==> config.mk <==
export PLATFORM = sky130hd
export DESIGN_NAME = pipe_ctrl
export DESIGN_NICKNAME = d
export VERILOG_FILES = /design/src/rtl/pipe_ctrl.sv
export SDC_FILE = /design/constraint.sdc
export NUM_CORES = 1
export LEC_CHECK = 0
export CORE_AREA = 3 3 50 52
export CTS_CLUSTER_DIAMETER = 80
export DETAILED_ROUTE_END_ITERATION = 10
export DIE_AREA = 0 0 53 55
export DONT_BUFFER_PORTS = 1
export GPL_ROUTABILITY_DRIVEN = 1
export PLACE_DENSITY = 0.72
export REMOVE_ABC_BUFFERS = 1
export SLEW_MARGIN = 30
export SYNTH_ARGS = -nofsm -noshare
export SYNTH_HDL_FRONTEND = slang
export SYNTH_SLANG_ARGS = --single-unit
==> constraint.sdc <==
create_clock -name clk -period 2.1 [get_ports clk]
set_input_delay 0.105 -clock clk [delete_from_list [all_inputs] [get_ports clk]]
set_output_delay 0.105 -clock clk [all_outputs]
set_load 0.01 [all_outputs]
==> src/rtl/pipe_ctrl.sv <==
// Pipeline hazard/halt controller: stage enables, flush/bubble decode, halt drain
// sequencing and a saturating frozen-fetch counter.
module pipe_ctrl (
  input  logic        clk,
  input  logic        rst,
  input  logic        mem_stall,
  input  logic        ex_br_taken,
  input  logic        ex_memread,
  input  logic [2:0]  ex_rd,
  input  logic [2:0]  id_rs,
  input  logic [2:0]  id_rt,
  input  logic        id_rs_used,
  input  logic        id_rt_used,
  input  logic        id_halt,
  output logic        pc_en,
  output logic        ifid_en,
  output logic        idex_en,
  output logic        exmem_en,
  output logic        memwb_en,
  output logic        ifid_flush,
  output logic        idex_bubble,
  output logic        halted,
  output logic [1:0]  state,
  output logic [15:0] stall_cnt
);

  // state   | meaning
  // RUN     | normal issue, hazards resolved by flush/bubble
  // DRAIN   | HALT travelling down the pipe, bubbles behind it
  // HALTED  | pipe frozen until reset
  // ILLEGAL | unreachable encoding, recovers to RUN
  typedef enum logic [1:0] {
    RUN     = 2'd0,
    DRAIN   = 2'd1,
    HALTED  = 2'd2,
    ILLEGAL = 2'd3
  } state_e;

  state_e      state_q, state_d;
  logic [1:0]  drain_q, drain_d;
  logic [15:0] stall_q, stall_d;
  logic        halted_q;
  logic        lu;

  assign lu = ex_memread & ((id_rs_used & (id_rs == ex_rd)) |
                            (id_rt_used & (id_rt == ex_rd)));

  always_comb begin
    state_d     = state_q;
    drain_d     = drain_q;
    pc_en       = 1'b0;
    ifid_en     = 1'b0;
    idex_en     = 1'b0;
    exmem_en    = 1'b0;
    memwb_en    = 1'b0;
    ifid_flush  = 1'b0;
    idex_bubble = 1'b0;
    if (rst) begin
      case (state_q)
        RUN: begin
          if (mem_stall) begin
            // hold everything; a pending branch is re-evaluated once unstalled
          end else if (ex_br_taken) begin
            pc_en       = 1'b1;
            ifid_en     = 1'b1;
            idex_en     = 1'b1;
            exmem_en    = 1'b1;
            memwb_en    = 1'b1;
            ifid_flush  = 1'b1;
            idex_bubble = 1'b1;
          end else if (lu) begin
            idex_en     = 1'b1;
            idex_bubble = 1'b1;
            exmem_en    = 1'b1;
            memwb_en    = 1'b1;
          end else if (id_halt) begin
            ifid_en    = 1'b1;
            ifid_flush = 1'b1;
            idex_en    = 1'b1;
            exmem_en   = 1'b1;
            memwb_en   = 1'b1;
            state_d    = DRAIN;
            drain_d    = 2'd2;
          end else begin
            pc_en    = 1'b1;
            ifid_en  = 1'b1;
            idex_en  = 1'b1;
            exmem_en = 1'b1;
            memwb_en = 1'b1;
          end
        end
        DRAIN: begin
          if (!mem_stall) begin
            idex_en     = 1'b1;
            idex_bubble = 1'b1;
            exmem_en    = 1'b1;
            memwb_en    = 1'b1;
            if (drain_q == 2'd0) state_d = HALTED;
            else                 drain_d = drain_q - 2'd1;
          end
        end
        HALTED: begin
        end
        default: begin
          state_d = RUN;
          drain_d = 2'd0;
        end
      endcase
    end
  end

  always_comb begin
    stall_d = stall_q;
    if (!pc_en && (state_q != HALTED) && (stall_q != 16'hFFFF))
      stall_d = stall_q + 16'd1;
  end

  always_ff @(posedge clk or negedge rst) begin
    if (!rst) begin
      state_q  <= RUN;
      drain_q  <= 2'd0;
      stall_q  <= 16'd0;
      halted_q <= 1'b0;
    end else begin
      state_q  <= state_d;
      drain_q  <= drain_d;
      stall_q  <= stall_d;
      halted_q <= (state_d == HALTED);
    end
  end

  assign halted    = halted_q;
  assign state     = state_q;
  assign stall_cnt = stall_q;

endmodule

* Word-level counts from Yosys, hierarchy flattened
Index checks and enable logic that the tools add are counted.
** Operators by class
- Add/sub/neg operators :: 2
- Eq/ne operators :: 13
- Muxes and demuxes :: 40
- Bitwise logic cells :: 5
- Reductions and logical operators :: 7
** Operator list (number)
- two-way mux 2 bit :: 13
- two-way mux 1 bit :: 24
- adder 16 x 1 -> 16 bit, second input constant :: 1
- inequality test 16 bit, second input constant :: 1
- inequality test 2 bit, second input constant :: 7
- case mux 2 bit (3 select lines) :: 2
- AND reduction 8 bit :: 1
- equality test 3 bit :: 2
- equality test 2 bit, second input constant :: 2
- logical NOT 2 bit :: 2
- bitwise AND 1 bit :: 3
- equality test 2 x 1 -> 1 bit, second input constant :: 1
- logical AND 1 bit :: 2
- case mux 1 bit (2 select lines) :: 1
- OR reduction 2 bit :: 1
- subtractor 2 x 1 -> 2 bit, second input constant :: 1
- logical NOT 1 bit :: 1
- NOT 1 bit :: 1
- bitwise OR 1 bit :: 1
** Storage, ports and cells
- Register bits :: 21
- Input bits :: 17
- Output and inout port bits :: 26
- Logic and storage cells :: 71

* Logic depth before layout (Yosys ltp)
- Word-level depth :: 12
- Depth in mapped cells :: 8
- Mapped depth without buffers :: 6

* Least setup slack after synthesis
OpenSTA, ideal clock, no wires.
- Path kind :: reg-to-reg
- From :: reg stall_q[0], in the netlist stall_cnt[0]
- To :: reg stall_q[4], in the netlist stall_cnt[4]
- Library setup time :: 127 ps
- Data arrival time :: 1680 ps
- Data required time :: 1973 ps
- Path slack :: 293 ps
- Cell stages (with the launch flop) :: 9
- Buffers on the path :: 2
- Period minus slack after synthesis :: 1807 ps
- Cell sequence :: dfrtp_1 > ha_1 > and2_1 > clkbuf_1 > and4_4 > a21oi_4 > buf_6 > nand3_1 > xnor2_1
** On the way
- Word-level cells in the longest chain between the ends :: 2
- Elaborated cells between the ends (all ways) :: 3
- Those cells by class :: add/sub (1); eq/ne (1); reduce/logical (1)
** Ends and longest elaborated chain
- start, declared :: RTL line 41 : logic [15:0] stall_q, stall_d;
- start signal, assigned :: RTL line 127 : stall_q <= stall_d;
- branches (longest 2 deep; another with adder 16 x 1 -> 16 bit)
Parallel ways; which one is timed is not known.
A chain may end at the register's enable or synchronous reset.

* Final worst setup path
- From :: reg stall_q[4], in the netlist stall_cnt[4]
- To :: reg stall_q[1], in the netlist stall_cnt[1]
** On the way
- Word-level cells in the longest chain between the ends :: 2
** Ends and longest elaborated chain
- inequality test 16 bit :: RTL line 114 : if (!pc_en && (state_q != HALTED) && (stall_q != 16'hFFFF))
- logical AND 1 bit :: RTL line 114
Every way passes these cells.

==> results.tsv <==
stage	metric	value	unit
synth	FF+latch count, synth	21	
setup_path	crit path launch type	flop	
drt	vias	870	
drt	Antenna Nets Post-Route	0	
global_route	GR Util met2	30.79	%
sta	final setup fails	0	
finish	most frequent cells in the layout	21 x dfrtp_1, 20 x xnor2_1, 7 x nand2_1, 7 x nand3_1, 6 x inv_1	
cts	CTS tree	done	
power	VDD IR-drop max	0.0007567	V
floorplanning	I/O pin cnt	43	
sta	worst slew pin tran	475.7	ps
floorplanning	Starting Density	57.37	%
placed_design	IO buf count	0	
synth	cell taking the most area after synthesis	dfrtp_1	
sta	hold_ws	42.03	ps
drt	final WL	2237	um
floorplanning	chip height	55	um
global_route	M1 GR Usage	20.93	%
placed_design	Routability Congestion	0.7647	
worst_hold_path	Worst Hold Class	in2reg	
setup_path	worst endpoint required time	2290	ps
status	status	completed	
synth	post-synth top area share	42.64	%
global_route	grt total ovfl	0	
sta	Pins Over Slew Limit	0	
drt	initial DRC count	3	
floorplanning	row cnt	17	
drt	DRC	0	
synth	area of the mapped netlist	1232	um^2
sta	Tmin final	1895	ps
floorplanning	die width	53	um
setup_path	kind of critical path	reg2reg	
finish	Area Overhead vs Synth	5.787	%
floorplanning	total die area	2915	um^2
drt	WL per Instance	14.53	um
global_route	first-pass GRT wire length	3767	um
synth	Synth Warn #	0	
finish	fillers	189	
sta	Setup TNS	0	ps
power	PwrDens	963.7	nW/um^2
global_route	gr busiest metal	met2	
floorplanning	core box area	2148	um^2
global_route	number of global-route vias before repair	849	
sta	unrepaired setup endpoints after global routing	false	
setup_path	CP Data Arrival Time	2090	ps
global_route	GRT met3 Usage	3.753	%
power	total chip power	1.256	mW
cts	maximum clock path buffer count	2	
synth	Mapped Avg Cell Area	10.10	um^2
setup_path	crit end category	flop	
synth	post-synthesis cell type count	34	
sta	crit share post-route	90.21	%
sta	Fin. Hold Viols	0	
synth	sequential share of the synthesized area	42.64	%
cts	clk sinks	21	
cts	clock slew at reported path FFs	110	ps
synth	Cells after Synth	122	
job	MaxCap Viol Count	0	
drt	First-pass DRT Iterations	4	
sta	Rel. slew slack	68.29	%
finish	n_diodes	0	
global_route	antenna violations before repair	0	
cts	clk root buf	clkbuf_4	
sta	clk_skew	9.289	ps
sta	fmax	527.8	MHz
global_route	total track usage	17.59	%
drt	vias per cell	5.649	
finish	leading cell type in the layout, fill and taps excluded	dfrtp_1	
finish	Final nets	146	
global_route	largest net degree at the start of global routing	23	
cts	Clk Latency, worst-skew pair	300	ps
finish	layout cells sized above 1	19.05	%
cts	H-Tree Depth	1	
setup_path	Crit Path Max Fanout	15	
cts	post-CTS setup buffers	0	
placed_design	HPWL after detailed placement	1702	um
power	Leak	0.5827	nW
cts	cts bufs inserted	3	
synth	largest cells by area after synthesis	dfrtp_1 43%, xnor2_1 14%, nand3_1 2.8%	
==> cells by family (layout without fill, tap and decap cells) <==
| logic type | Yosys count | in the layout | share of synthesized area, % |
|---|---|---|---|
| AO/OA/AOI/OAI | 14 | 14 | 8.832 |
| AND/OR/NAND/NOR | 49 | 49 | 24.47 |
| multiplexers | 2 | 2 | 1.827 |
| flip-flops | 21 | 21 | 42.64 |
| XOR/XNOR | 21 | 21 | 14.92 |
| adder cells (fa/ha/maj) | 2 | 2 | 2.030 |
| buffers and inverters | 13 | 17 | 5.278 |
==> area by class of cell <==
type	instances	area (um^2)	share of cell area, %
clock buffer	4	26.28	2.015
timing repair buffer	7	52.55	4.031
multi-input combinational	88	641.9	49.23
sequential	21	525.5	40.31
tap	28	35.03	2.687
inverter	6	22.52	1.727
==> layer usage <==
layer	part of all wire (%)	up-vias
li1	-	426
met5	0	-
met1	42	415
met3	7.2	4
met4	1.2	0
met2	50	25
==> critical path, stage by stage, from the launching register on <==
cell and delay [ps]:
dfrtp_1 480, and4_1 260, and2_4 160, and4_4 170, a21oi_4 340, mux2_2 380
==> metrics by stage <==
| stage | area, um^2 | utilization, % | setup slack [ps] | std cells |
|---|---|---|---|---|
| 2_1_floorplan | 1190 | - | 270.4 | 115 |
| 3_3_place_gp | 1262 | 58.77 | 250.7 | 148 |
| 3_5_place_dp | 1262 | 58.77 | 238.4 | 148 |
| 4_1_cts | 1299 | 60.45 | 224.5 | 153 |
| 5_1_grt | 1304 | 60.69 | 126.5 | 154 |
| 6_report | 1304 | 60.69 | 205.5 | 154 |
==> registers in the layout, summed over array words and instances (netlist names) <==
name / cells
drain_q: 2
halted: 1
stall_cnt: 16
state: 2
==> synth_stat cells <==
cell type and instances:
and2_1 1, buf_2 1, nand4_1 5, clkbuf_1 3, a21oi_4 1, and2_4 1
and4_1 3, inv_1 6, o21ai_2 1, xor2_1 1, and3_2 3, ha_1 2
buf_6 1, nand3_2 2, o21ai_0 3, and4_4 3, nor3b_1 1, xnor2_1 20
nand3b_1 1, mux2_2 2, and3_1 2, a31oi_1 2, nand2_1 7, nand3_1 7
a21o_1 2, nor2b_1 2, nor3_1 4, or2_2 1, a21oi_1 4, o211ai_4 1
nor2_1 5, dfrtp_1 21, buf_4 2, nand2b_1 1
==> power breakdown <==
part           switching (mW)  internal, mW  leakage, nW  total [mW]
clock network           0.117        0.0741       0.0150       0.191
registers               0.161         0.508        0.270       0.669
logic                   0.203         0.193        0.298       0.396
==> repair_timing <==
item	CTS	global route
resized for setup	0	0
endpoints found under the hold margin	22	21
endpoints found under the setup margin	0	0
hold buffers	1	1
==> worst paths after layout <==
kind                         startpoint            end  slack, ps  depth (start not counted)
hold reg to reg              drain_q[1]     drain_q[1]        520                          1
setup reg to reg           stall_cnt[4]   stall_cnt[1]        210                          5
setup / recovery           stall_cnt[4]   stall_cnt[1]        210                          5
hold / removal                  id_halt       state[0]         40                          2
max in group asynchronous           rst  stall_cnt[14]       1490                          2
min in group asynchronous           rst     drain_q[0]        280                          2
No activity file was read; power rests on OpenSTA's default activity.
